## src/rtl/led_status_timer.sv

```systemverilog
// led_status_timer: per-channel status LED driver (off / on / 1 Hz blink /
// activity stretch) sharing one prescaler, plus an optional uptime counter
// (sub-second cycle count, seconds, pulse-per-second strobe).
//
// Build option: define LED_STATUS_TIMER_UPTIME_EN to instantiate the seconds
// counter and pps register; when undefined, time_subsec, time_seconds and
// pps are tied to 0 while the prescaler and LEDs behave identically.
module led_status_timer #(
    parameter int unsigned CLK_FREQ_HZ    = 125000000,
    parameter int unsigned LED_COUNT      = 2,
    parameter int unsigned SEC_WIDTH      = 32,
    parameter int unsigned STRETCH_CYCLES = 6250000,
    parameter int unsigned LED_ACTIVE_LOW = 1
) (
    input  logic                   clk,
    input  logic                   rst,
    input  logic [2*LED_COUNT-1:0] led_mode,
    input  logic [LED_COUNT-1:0]   act,
    output logic [LED_COUNT-1:0]   led,
    output logic [31:0]            time_subsec,
    output logic [SEC_WIDTH-1:0]   time_seconds,
    output logic                   pps
);

    localparam int unsigned STR_W = $clog2(STRETCH_CYCLES + 1);

    localparam logic [31:0]          DIV_LAST    = 32'(CLK_FREQ_HZ - 1);
    localparam logic [31:0]          DIV_HALF    = 32'(CLK_FREQ_HZ / 2 - 1);
    localparam logic [STR_W-1:0]     STRETCH_TOP = STR_W'(STRETCH_CYCLES);
    localparam logic [LED_COUNT-1:0] UNLIT       = (LED_ACTIVE_LOW != 0) ? '1 : '0;

    typedef enum logic [1:0] {
        MODE_OFF   = 2'b00,
        MODE_ON    = 2'b01,
        MODE_BLINK = 2'b10,
        MODE_ACT   = 2'b11
    } mode_e;

    logic [31:0]          r_div;
    logic                 r_ph;
    logic [STR_W-1:0]     r_stretch      [LED_COUNT];
    logic [STR_W-1:0]     w_stretch_next [LED_COUNT];
    logic [LED_COUNT-1:0] w_lit;
    logic [LED_COUNT-1:0] r_led;
    logic                 w_half_tick;
    logic                 w_sec_tick;

    assign w_sec_tick  = (r_div == DIV_LAST);
    assign w_half_tick = (r_div == DIV_HALF) || w_sec_tick;

    // Shared prescaler and the common blink phase derived from it.
    always_ff @(posedge clk) begin
        // NOTE: sequential state uses non-blocking assignments so every
        // register samples pre-edge values regardless of statement order.
        if (rst) begin
            r_div <= '0;
            r_ph  <= 1'b0;
        end else begin
            r_div <= w_sec_tick ? '0 : r_div + 32'd1;
            if (w_half_tick) begin
                r_ph <= ~r_ph;
            end
        end
    end

    // Next stretch value and per-channel lit state. Activity mode looks at
    // the next counter value so an act strobe lights the LED one cycle later
    // and a retrigger on the last count never drops the LED.
    always_comb begin
        // NOTE: defaults first so every path assigns every output (no latches).
        w_lit = '0;
        for (int i = 0; i < int'(LED_COUNT); i++) begin
            w_stretch_next[i] = '0;
            if (act[i]) begin
                w_stretch_next[i] = STRETCH_TOP;
            end else if (r_stretch[i] != '0) begin
                w_stretch_next[i] = r_stretch[i] - STR_W'(1);
            end
            case (mode_e'(led_mode[2*i +: 2]))
                MODE_OFF:   w_lit[i] = 1'b0;
                MODE_ON:    w_lit[i] = 1'b1;
                MODE_BLINK: w_lit[i] = r_ph;
                MODE_ACT:   w_lit[i] = (w_stretch_next[i] != '0);
                default:    w_lit[i] = 1'b0;
            endcase
        end
    end

    // Stretch counters run in every mode; LED pins are registered with polarity applied.
    always_ff @(posedge clk) begin
        if (rst) begin
            for (int i = 0; i < int'(LED_COUNT); i++) begin
                r_stretch[i] <= '0;
            end
            r_led <= UNLIT;
        end else begin
            for (int i = 0; i < int'(LED_COUNT); i++) begin
                r_stretch[i] <= w_stretch_next[i];
            end
            r_led <= w_lit ^ UNLIT;
        end
    end

    assign led = r_led;

`ifdef LED_STATUS_TIMER_UPTIME_EN
    logic [SEC_WIDTH-1:0] r_seconds;
    logic                 r_pps;

    // Seconds count and pps strobe, both aligned with the prescaler wrap.
    always_ff @(posedge clk) begin
        if (rst) begin
            r_seconds <= '0;
            r_pps     <= 1'b0;
        end else begin
            r_pps <= w_sec_tick;
            if (w_sec_tick) begin
                r_seconds <= r_seconds + SEC_WIDTH'(1);
            end
        end
    end

    assign time_subsec  = r_div;
    assign time_seconds = r_seconds;
    assign pps          = r_pps;
`else
    assign time_subsec  = '0;
    assign time_seconds = '0;
    assign pps          = 1'b0;
`endif

endmodule

```

## config.mk

```make
export PLATFORM = sky130hd
export DESIGN_NAME = led_status_timer
export DESIGN_NICKNAME = d
export VERILOG_FILES = /design/src/rtl/led_status_timer.sv
export SDC_FILE = /design/constraint.sdc
export NUM_CORES = 1
export LEC_CHECK = 0
export BUFFER_PORTS_ARGS = -buffer_cell sky130_fd_sc_hd__clkbuf_2
export CAP_MARGIN = 20
export CORE_MARGIN = 2
export CORE_UTILIZATION = 32
export CTS_CLUSTER_SIZE = 24
export DETAILED_ROUTE_END_ITERATION = 8
export PLACE_DENSITY_LB_ADDON = 0.3
export SLEW_MARGIN = 20
export SYNTH_ARGS = -nofsm -noshare
export SYNTH_HDL_FRONTEND = slang
export SYNTH_SLANG_ARGS = --single-unit
```

## constraint.sdc

```tcl
create_clock -name clk -period 2.6 [get_ports clk]
set_input_delay 0.13 -clock clk [delete_from_list [all_inputs] [get_ports clk]]
set_output_delay 0.13 -clock clk [all_outputs]
set_load 0.03 [all_outputs]
```

# ---- After elaboration in Yosys (flattened, before gate mapping)
# Memory sizes are Yosys's and may differ from the RTL's.
# Index checks and enable logic that the tools add are counted.
dict set report totals {
  ff_bits 35
  ramBits 46
  in_bits 8
  out_inout_bits 67
  wordCells 38
  mem_count 1
}
dict set report classes {
  n_addsub 3
  eq_ne 8
  mux 11
  bitwise 4
  n_reduce_logical 8
}
# memory depth word_bits rd rd_clocked_by_memory_dff wr line
set memory_table {}
lappend memory_table {r_stretch 2 23 2 0 2 41} ;# logic [STR_W-1:0] r_stretch [LED_COUNT];
# operator n
set ops {}
lappend ops {{two-way mux 23 bit} 6}
lappend ops {{nonzero test 23 bit} 4}
lappend ops {{subtractor 23 x 1 -> 23 bit (second input constant)} 2}
lappend ops {{adder 32 x 1 -> 32 bit (second input constant)} 1}
lappend ops {{equality test 32 x 26 -> 1 bit (second input constant)} 1}
lappend ops {{equality test 32 x 27 -> 1 bit (second input constant)} 1}
lappend ops {{equality test 2 bit (second input constant)} 4}
lappend ops {{case mux 1 bit (4 select lines)} 2}
lappend ops {{equality test 2 x 1 -> 1 bit (second input constant)} 2}
lappend ops {{logical NOT 2 bit} 2}
lappend ops {{two-way mux 1 bit} 3}
lappend ops {{NOT 2 bit} 1}
lappend ops {{OR 1 bit} 2}
lappend ops {{OR reduction 2 bit} 1}
lappend ops {{logical OR 1 bit} 1}
lappend ops {{NOT 1 bit} 1}

# ---- Depth between registers and ports, before layout
# Gate-level depths: netlist of run 1.
# An unclocked memory read counts as a cell.
dict set report depth {
  word_depth 7
  depth_mapped 12
  depth_no_buf 9
}

# ---- Worst setup path after synthesis of run 1
# No wires, ideal clock.
dict set report synth_timing {
  kind {reg-to-reg}
  startpoint {memory r_stretch[0][23] in the netlist's numbering}
  endpoint {register r_led[1] (netlist: led[1])}
  arrival_time_ns 2.644
  required_ns 2.526
  slack_ns -0.118
  path_stages_with_launch 13
  n_path_buf 3
  path_cell_list {dfxtp_1 -> clkbuf_1 -> inv_1 -> ha_1 -> clkbuf_1 -> or4b_1 -> clkbuf_1 -> nor3_1 -> nor4b_1 -> mux2_2 -> nor2_1 -> nand4_1 -> o21ai_0}
}
# item line
set synth_lines {}
lappend synth_lines {{start: declaration} 41}
lappend synth_lines {{end signal: assignment} 100} ;# r_led <= w_lit ^ UNLIT;
lappend synth_lines {{end: declaration} 44} ;# logic [LED_COUNT-1:0] r_led;

==> results of run 1 <==
## final cells by class
class	instances	area [um2]	area share, %
clock buffer	10	239	4.71
clock inverter	6	65.1	1.28
inverter	11	41.3	0.814
multi-input combinational	469	2680	52.8
sequential	81	1620	32.0
tap	184	230	4.54
timing repair buffer	29	195	3.85
## state kept, by name (all words and copies together), names as in the netlist
name,cells
led,2
r_stretch,46
r_ph,1
r_div,32
## cells in the final DEF (no fill, tap or decap), types with 8 or more instances in the layout
master / instances
dfxtp_1: 81
nor3_1: 21
conb_1: 65
clkbuf_2: 9
clkbuf_16: 9
or3_1: 10
nand4_1: 15
xnor2_1: 32
nand2_1: 30
nor4_1: 11
buf_4: 20
and3_1: 8
inv_1: 11
a21oi_1: 32
xor2_1: 35
nand3_1: 20
nor2_1: 113
## tightest hold or removal path: stages
cell and delay, ns:
clkbuf_2 0.09, a21oi_1 0.11, a211o_1 0.10
## logic make-up after synthesis
| logic type | Yosys count | synth area share [%] |
|---|---|---|
| compound gates | 56 | 7.25 |
| buf+inv | 100 | 13.6 |
| other cells | 1 | 0.0805 |
| fa+ha+maj | 5 | 1.34 |
| mux | 2 | 0.457 |
| simple gates | 274 | 29.9 |
| xor+xnor | 67 | 12.6 |
| flops | 81 | 34.8 |
## power groups by stage
stage	logic [mW]	registers, mW	clock network (mW)
4_1_cts	0.625	1.38	1.33
5_1_grt	0.702	1.39	1.38
2_1_floorplan	0.583	1.39	0
6_report	0.634	1.38	1.29
3_5_place_dp	0.620	1.41	0
3_3_place_gp	0.616	1.40	0
## final timing paths
check,cells past startpoint,to,startpoint,slack (ns)
max,7,r_stretch[0][10],r_stretch[0][5],0.18
min,3,led[0],led_mode[0],0.12
max reg2reg,7,r_stretch[0][10],r_stretch[0][5],0.18
min reg2reg,1,r_stretch[0][0],r_stretch[0][0],0.47
## per-stage QoR
| stage | hold WS, ns | instance area (um2) |
|---|---|---|
| 6_report | 0.119 | 5070 |
| 5_1_grt | 0.133 | 5070 |
| 4_1_cts | 0.114 | 5050 |
| 3_5_place_dp | 0.456 | 4750 |
| 3_3_place_gp | 0.442 | 4750 |
| 2_1_floorplan | 0.247 | 4910 |
## synthesized netlist by cell type, types with 6 or more instances
cell	number
nor4b_1	6
xnor2_1	32
a21oi_1	32
nand3_1	20
dfxtp_1	81
nor3_1	23
nand4_1	15
or3_1	11
nand2_1	30
clkbuf_1	20
or2_2	6
and3_1	8
buf_4	66
xor2_1	35
nor2_1	113
inv_1	11
nor4_1	12
## timing repair
action                                  CTS  global route
endpoints found under the setup margin    0             2
hold buffers                              0             0
resized for setup                         0             5
## layer usage
layer,up-vias,track usage [%],part of all wire (%)
li1,1896,-,-
met1,1741,16.3,48
met2,73,20.3,47
met3,11,2.15,3.6
met4,0,5.75,1.6
met5,-,0,0
==> impl_metrics.tcl, run 1 <==
set metrics [dict create \
    clock_latency_ns 0.34 \
    crit_fanout 11 \
    crit_chain "or4_1, nor3_1, nand2_1, or4b_1, buf_4, a21oi_1, nor2_1" \
    start_kind "flop" \
    fillers 1493 \
    drt-initial-drc-count 226 \
    tightest_slew_ns 0.596 \
    numCtsBuffers 9 \
    grt_first_pass_wirelength_um 16300 \
    slew_violations 0 \
    p_sw_share_pct 30.3 \
    cpLargestDelayFamily "simple AND/OR/NAND/NOR gates" \
    initial_utilization_pct 32.4 \
    drt_first_pass_iters 4 \
    drc 0 \
    ir_worst_vdd_v 0.000324 \
    dp.cells 774 \
    p_leak_nw 1.99 \
    clockPowerShare_pct 39.0 \
    rows 44 \
    grtUsageTotal_pct 12.6 \
    via_per_inst 4.71 \
    die_w_um 125 \
    antenna_cells 0 \
    final_core_util_pct 35.3 \
    report.final.setup_viol 0 \
    total_power_mw 3.30 \
    synth_top_area_share_pct 34.8 \
    cts_max_path_buffers 2 \
    nets 614 \
    area_growth_pct 8.86 \
    synth_area_um2 4660 \
    io_pins 75 \
    setup_tns_ns 0 \
    antenna_found_initial 0 \
    gp_congestion 0.842 \
    cts.sinks 81 \
    io_buffers 9 \
    clk_pin_slew_ns 0.06 \
    synth_seq_cells 81 \
    seqPwrFrac_pct 41.8 \
    core_um2 14400 \
    timing.fmax_ghz 0.413 \
    cp.required_ns 2.83 \
    cts.htree.levels 3 \
    hold_class "input pin to flop" \
    p_sw_mw 1.00 \
    pre_cts_ws_ns 0.0597 \
    slowest_stage "or4_1" \
    drive_above_1_share_pct 10.2 \
    critPathArrivalTime_ns 2.65 \
    worst_path_largest_cell_delay_ns 0.61 \
    p_int_mw 2.30 \
    period_share_pct 93.2 \
    async_reset_ff_share_pct 0 \
    setup_ws_ns 0.176 \
    drt-total-wl_um 9510 \
    ys_seq_area_share_pct 34.8 \
    yosys_warnings 0 \
    grt_pass1_vias 3497 \
    chipHeight_um 125 \
    cap_viol_max_count 0 \
    netlist_top_cells_area "dfxtp_1, buf_4, nor2_1, xor2_1, xnor2_1" \
    ys_dominant_reg_cell "dfxtp_1" \
    ant_nets 0 \
    fin_worst_skew_ns 0.00632 \
    yosys.area.top_type "dfxtp_1" \
    vias 3721 \
    crit_path_end_kind "flop" \
    cts_tree "yes" \
    p_comb_share_pct 19.2 \
    synth_edf_count 0 \
    cts-root-buf "clkbuf_16" \
    period_needed_ns 2.42 \
    wire_per_inst_um 12.0 \
    synth_cells 586 \
    slew_headroom_pct 60.2 \
    worst-path-buf-inv 1 \
    final_hold_viol_count 0 \
    rsz0062_at_grt "no" \
    dp_hpwl_um 6980 \
    status "finished clean" \
    synth_cell_type_count 52 \
    dieArea_um2 15500 \
    post_cts_buffers 0 \
    syn_area_per_cell_um2 7.95 \
    path_class "flop to flop" \
    grt_overflow 0 \
    layoutNonFillerInstCount 790 \
    power_density_nw_per_um2 651 \
    grt_max_degree 33 \
]
Power figures use the tool's default switching activity.
==> run 2, diff against run 1 <==
--- a/config.mk
+++ b/config.mk
@@ -11,7 +11,9 @@
 export CORE_UTILIZATION = 32
 export CTS_CLUSTER_SIZE = 24
 export DETAILED_ROUTE_END_ITERATION = 8
+export MAX_ROUTING_LAYER = met4
 export PLACE_DENSITY_LB_ADDON = 0.3
+export SKIP_CTS_REPAIR_TIMING = 1
 export SLEW_MARGIN = 20
 export SYNTH_ARGS = -nofsm -noshare
 export SYNTH_HDL_FRONTEND = slang
==> run 2 against run 1 <==
  * Routed wire length about the same
  * Die area unchanged
  * Sequential cell count unchanged
  * Non-clock buffer count unchanged
  * Critical endpoint unchanged
  * Largest power group unchanged
  * Highest routed layer unchanged
==> impl_metrics.tcl, run 2 (same netlist as run 1, synthesis figures left out) <==
set metrics [dict create \
    period_needed_ns 2.42 \
    layoutNonFillerInstCount 790 \
    dp.cells 774 \
    cts_tree "yes" \
    cts_max_path_buffers 2 \
    die_w_um 125 \
    critPathLaunch "r_stretch[0][5]" \
    slew_violations 0 \
    worst-path-buf-inv 1 \
    crit_path_end_kind "flop" \
    hold_class "input pin to flop" \
    clk_pin_slew_ns 0.06 \
    fin_worst_skew_ns 0.00613 \
    ir_worst_vdd_v 0.000324 \
    gp_congestion 0.855 \
    worst_path_largest_cell_delay_ns 0.61 \
    slowest_stage "or4_1" \
    report.final.setup_viol 0 \
    slew_headroom_pct 60.7 \
    io_buffers 9 \
    final_core_util_pct 35.3 \
    cp.required_ns 2.83 \
    numCtsBuffers 9 \
    cap_viol_max_count 0 \
    ant_nets 0 \
    final_common_cell "nor2_1" \
    grt_first_pass_wirelength_um 16300 \
    dieArea_um2 15500 \
    wire_per_inst_um 12.0 \
    p_leak_nw 1.99 \
    cts.sinks 81 \
    grt_overflow 0 \
    pre_cts_ws_ns 0.0597 \
    core_um2 14400 \
    via_per_inst 4.70 \
    crit_fanout 11 \
    final_hold_viol_count 0 \
    cts.htree.levels 3 \
    rows 44 \
    final_cell_mix "nor2_1, dfxtp_1, conb_1" \
    r2r_start "r_stretch[0][5]" \
    path_class "flop to flop" \
    dp_hpwl_um 6980 \
    period_share_pct 93.2 \
    setup_tns_ns 0 \
    vias 3710 \
    hp-start "led_mode[0]" \
    cts-root-buf "clkbuf_16" \
    nets 614 \
    drt_first_pass_iters 4 \
    area_growth_pct 8.86 \
    drc 0 \
    clock_latency_ns 0.34 \
    antenna_cells 0 \
    drt-initial-drc-count 212 \
    power_density_nw_per_um2 651 \
    grt_max_degree 33 \
    critPathArrivalTime_ns 2.65 \
    initial_utilization_pct 32.4 \
    largest_reg_flops 46 \
    cpLargestDelayFamily "simple AND/OR/NAND/NOR gates" \
    status "finished clean" \
    drive_above_1_share_pct 10.2 \
    grtUsageTotal_pct 12.9 \
    crit_chain "or4_1, nor3_1, nand2_1, or4b_1, buf_4, a21oi_1, nor2_1" \
    chipHeight_um 125 \
    drt-total-wl_um 9510 \
    rsz0062_at_grt "no" \
    io_pins 75 \
    setup_ws_ns 0.176 \
    grt_pass1_vias 3495 \
    tightest_slew_ns 0.590 \
    timing.fmax_ghz 0.412 \
    top_register "r_stretch" \
    start_kind "flop" \
    antenna_found_initial 0 \
]
run 2: cell counts in the layout (fill, tap and decap cells not counted):
Identical to the previous run, type by type.
run 2: per-stage QoR:
stage               power [mW]  instance area [um2]  hold slack, ns
global placement          2.02                 4750           0.442
CTS                       3.33                 5050           0.114
finish                    3.30                 5070           0.117
global route              3.47                 5070           0.133
detailed placement        2.03                 4750           0.456
floorplan                 1.97                 4910           0.247
run 2: worst register-to-register path, delay by kind of cell, from the launching register on:
| family | cells | cell delay, ns |
|---|---|---|
| AND/OR/NAND/NOR | 5 | 1.58 |
| flip-flops | 1 | 0.35 |
| buffers and inverters | 1 | 0.22 |
| AO/OA/AOI/OAI | 1 | 0.16 |
run 2: worst paths after layout:
check | depth (start not counted) | slack (ns) | end
max | 7 | 0.18 | r_stretch[0][10]
min | 3 | 0.12 | led[0]
max reg2reg | 7 | 0.18 | r_stretch[0][10]
min reg2reg | 1 | 0.47 | r_stretch[0][0]
run 2: power by group:
group          internal [mW]  switching (mW)  total (mW)
clock                  0.771           0.517        1.29
combinational          0.227           0.407       0.634
sequential              1.30          0.0771        1.38
total                   2.30            1.00        3.30
run 2: routing by layer:
layer  up-vias  wire length [um]  part of all wire, %  track usage, %
li1       1892                 -                    -               -
met1      1734              4540                   48            16.3
met2        73              4460                   47            20.3
met3        11               358                  3.8            2.15
met4         0               152                  1.6            5.75
met5         -                 0                    0               -
run 2: final cells by class:
cell class                      instances  area [um2]
Sequential cell                        81        1620
Timing Repair Buffer                   29         195
Tap cell                              184         230
Inverter                               11        41.3
Clock inverter                          6        65.1
Clock buffer                           10         239
Fill cell                            1493        9300
Multi-Input combinational cell        469        2680
==> run 3, diff against run 2 <==
--- a/config.mk
+++ b/config.mk
@@ -5,6 +5,7 @@
 export SDC_FILE = /design/constraint.sdc
 export NUM_CORES = 1
 export LEC_CHECK = 0
+export ABC_AREA = 1
 export BUFFER_PORTS_ARGS = -buffer_cell sky130_fd_sc_hd__clkbuf_2
 export CAP_MARGIN = 20
 export CORE_MARGIN = 2
==> run 3 against run 2 <==
  * Critical path depth is 2 higher
  * Via count is 22% higher
  * Register-to-register slack better by 0.42 ns
  * Count of clock-buffer cells in the layout is 1 lower
  * Sequential power hardly changed
==> impl_metrics.tcl, run 3 <==
set metrics [dict create \
    vias 4541 \
    ff2ff_path_depth 9 \
    cts_max_path_buffers 2 \
    core_um2 16400 \
    cap_viol_max_count 0 \
    initial_utilization_pct 32.4 \
    crit_path_end_kind "flop" \
    clk_pin_slew_ns 0.07 \
    yosys_warnings 0 \
    holdPathStages 4 \
    yosys.area.top_type "dfxtp_1" \
    area_growth_pct 6.45 \
    crit_chain "ha_1, nand2_1, nor2_2, inv_1, nor4_1, nand4_1, nand2_2, buf_4, nor3b_1" \
    setup_ws_ns 0.592 \
    start_kind "flop" \
    drt_first_pass_iters 4 \
    ir_worst_vdd_v 0.000246 \
    synth_common_cells "nand2_1, nor2_1, dfxtp_1, inv_1, buf_4" \
    syn_area_per_cell_um2 6.64 \
    fin_worst_skew_ns 0.00846 \
    path_class "flop to flop" \
    pre_cts_ws_ns 0.593 \
    cts.sinks 81 \
    cpLargestDelayFamily "simple AND/OR/NAND/NOR gates" \
    nets 826 \
    ant_nets 0 \
    cp.required_ns 2.83 \
    critPathArrivalTime_ns 2.24 \
    rows 47 \
    synth_area_um2 5310 \
    timing.fmax_ghz 0.498 \
    top_register "r_stretch" \
    numCtsBuffers 9 \
    async_reset_ff_share_pct 0 \
    final_cell_mix "nand2_1, nor2_1, dfxtp_1" \
    via_per_inst 4.37 \
    rsz0062_at_grt "no" \
    synth_seq_cells 81 \
    clock_latency_ns 0.35 \
    total_power_mw 3.29 \
    crit_cells 9 \
    setup_tns_ns 0 \
    cts_tree "yes" \
    grt.busiest_layer "met2" \
    p_leak_nw 2.38 \
    worst_path_largest_cell_delay_ns 0.36 \
    report.final.setup_viol 0 \
    wire_per_inst_um 11.0 \
    slowest_stage "dfxtp_1" \
    synth_cells 800 \
    ys_seq_area_share_pct 30.5 \
    drt-initial-drc-count 210 \
    period_share_pct 77.2 \
    final_hold_viol_count 0 \
    drc 0 \
    use_met1_pct 18.0 \
    chipHeight_um 133 \
    synth_cell_type_count 40 \
    antenna_found_initial 0 \
    tightest_slew_ns 0.520 \
    grtUsageMet3_pct 2.30 \
    synth_top_area_share_pct 30.5 \
    antenna_cells 0 \
    dp_hpwl_um 8780 \
    worst-path-buf-inv 2 \
    slew_headroom_pct 65.4 \
    period_needed_ns 2.01 \
    drt-total-wl_um 11400 \
    use_met2_pct 21.5 \
    io_pins 75 \
    gp_congestion 0.884 \
    grt_pass1_vias 4145 \
    cts.htree.levels 3 \
    synth_most_common_cell "nand2_1" \
    grt_overflow 0 \
    status "finished clean" \
    drive_above_1_share_pct 11.1 \
    power_density_nw_per_um2 582 \
    synth_edf_count 0 \
    final_common_cell "nand2_1" \
    hold_slack_ns 0.0800 \
    die_w_um 133 \
    grt_first_pass_wirelength_um 19400 \
    cts-root-buf "clkbuf_16" \
    ys_dominant_reg_cell "dfxtp_1" \
    io_buffers 9 \
    hold_class "input pin to flop" \
    netlist_top_cells_area "dfxtp_1, nand2_1, buf_4, nor2_1, inv_1" \
    crit_fanout 16 \
    slew_violations 0 \
    grt_max_degree 45 \
    dieArea_um2 17700 \
    grtUsageTotal_pct 13.9 \
    largest_reg_flops 46 \
]
## run 3: cell types whose count changed after synthesis, sizes merged, moves of 22 or more
cell / delta
nor2: +46
xnor2: -30
inv: +71
nand3: +37
xor2: -22
nand2: +157
## run 3: layer usage
| layer | part of all wire (%) | wire length (um) | up-vias |
|---|---|---|---|
| li1 | - | - | 2454 |
| met1 | 51 | 5830 | 2007 |
| met2 | 44 | 5040 | 67 |
| met3 | 2.7 | 310 | 13 |
| met4 | 1.7 | 191 | 0 |
| met5 | 0 | 0 | - |
## run 3: worst min-delay path: stages
cell	delay (ns)
clkbuf_2	0.09
a21oi_1	0.04
nor2_1	0.08
nand2_1	0.05
## run 3: stage by stage
stage / util [%] / std cells / instance area [um2]
floorplan: - / 864 / 5550
global placement: 32.7 / 1022 / 5370
detailed placement: 32.7 / 1022 / 5370
CTS: 34.5 / 1038 / 5660
global route: 34.5 / 1038 / 5660
finish: 34.5 / 1038 / 5660
## run 3: power by group
part | total [mW] | switching (mW) | leakage, nW | internal, mW
Clock | 1.23 | 0.563 | 0.135 | 0.667
Combinational | 0.704 | 0.509 | 1.58 | 0.195
Sequential | 1.36 | 0.0587 | 0.664 | 1.30
## run 3: path summary, 6_finish.rpt
path                    start       end  slack, ns
setup / recovery     r_div[0]  r_div[9]       0.59
hold reg to reg      r_div[0]  r_div[0]       0.46
setup reg to reg     r_div[0]  r_div[9]       0.59
hold / removal    led_mode[0]    led[0]       0.08
## run 3: layout make-up
cell class | instances | area, um2
sequential | 81 | 1620
inverter | 86 | 325
clock inverter | 7 | 61.3
timing repair buffer | 13 | 75.1
fill | 1806 | 10800
clock buffer | 9 | 225
tap | 220 | 275
multi-input combinational | 622 | 3070
## run 3: kinds of logic (layout without fill, tap and decap cells)
kind of cell | Yosys count | count (layout) | share of synthesized area [%]
AO/OA/AOI/OAI | 73 | 73 | 7.70
XOR/XNOR | 15 | 15 | 2.47
adder cells (fa/ha/maj) | 5 | 5 | 1.18
buffers and inverters | 161 | 115 | 16.2
flip-flops | 81 | 81 | 30.5
other | 1 | 65 | 0.0706
AND/OR/NAND/NOR | 464 | 464 | 41.9
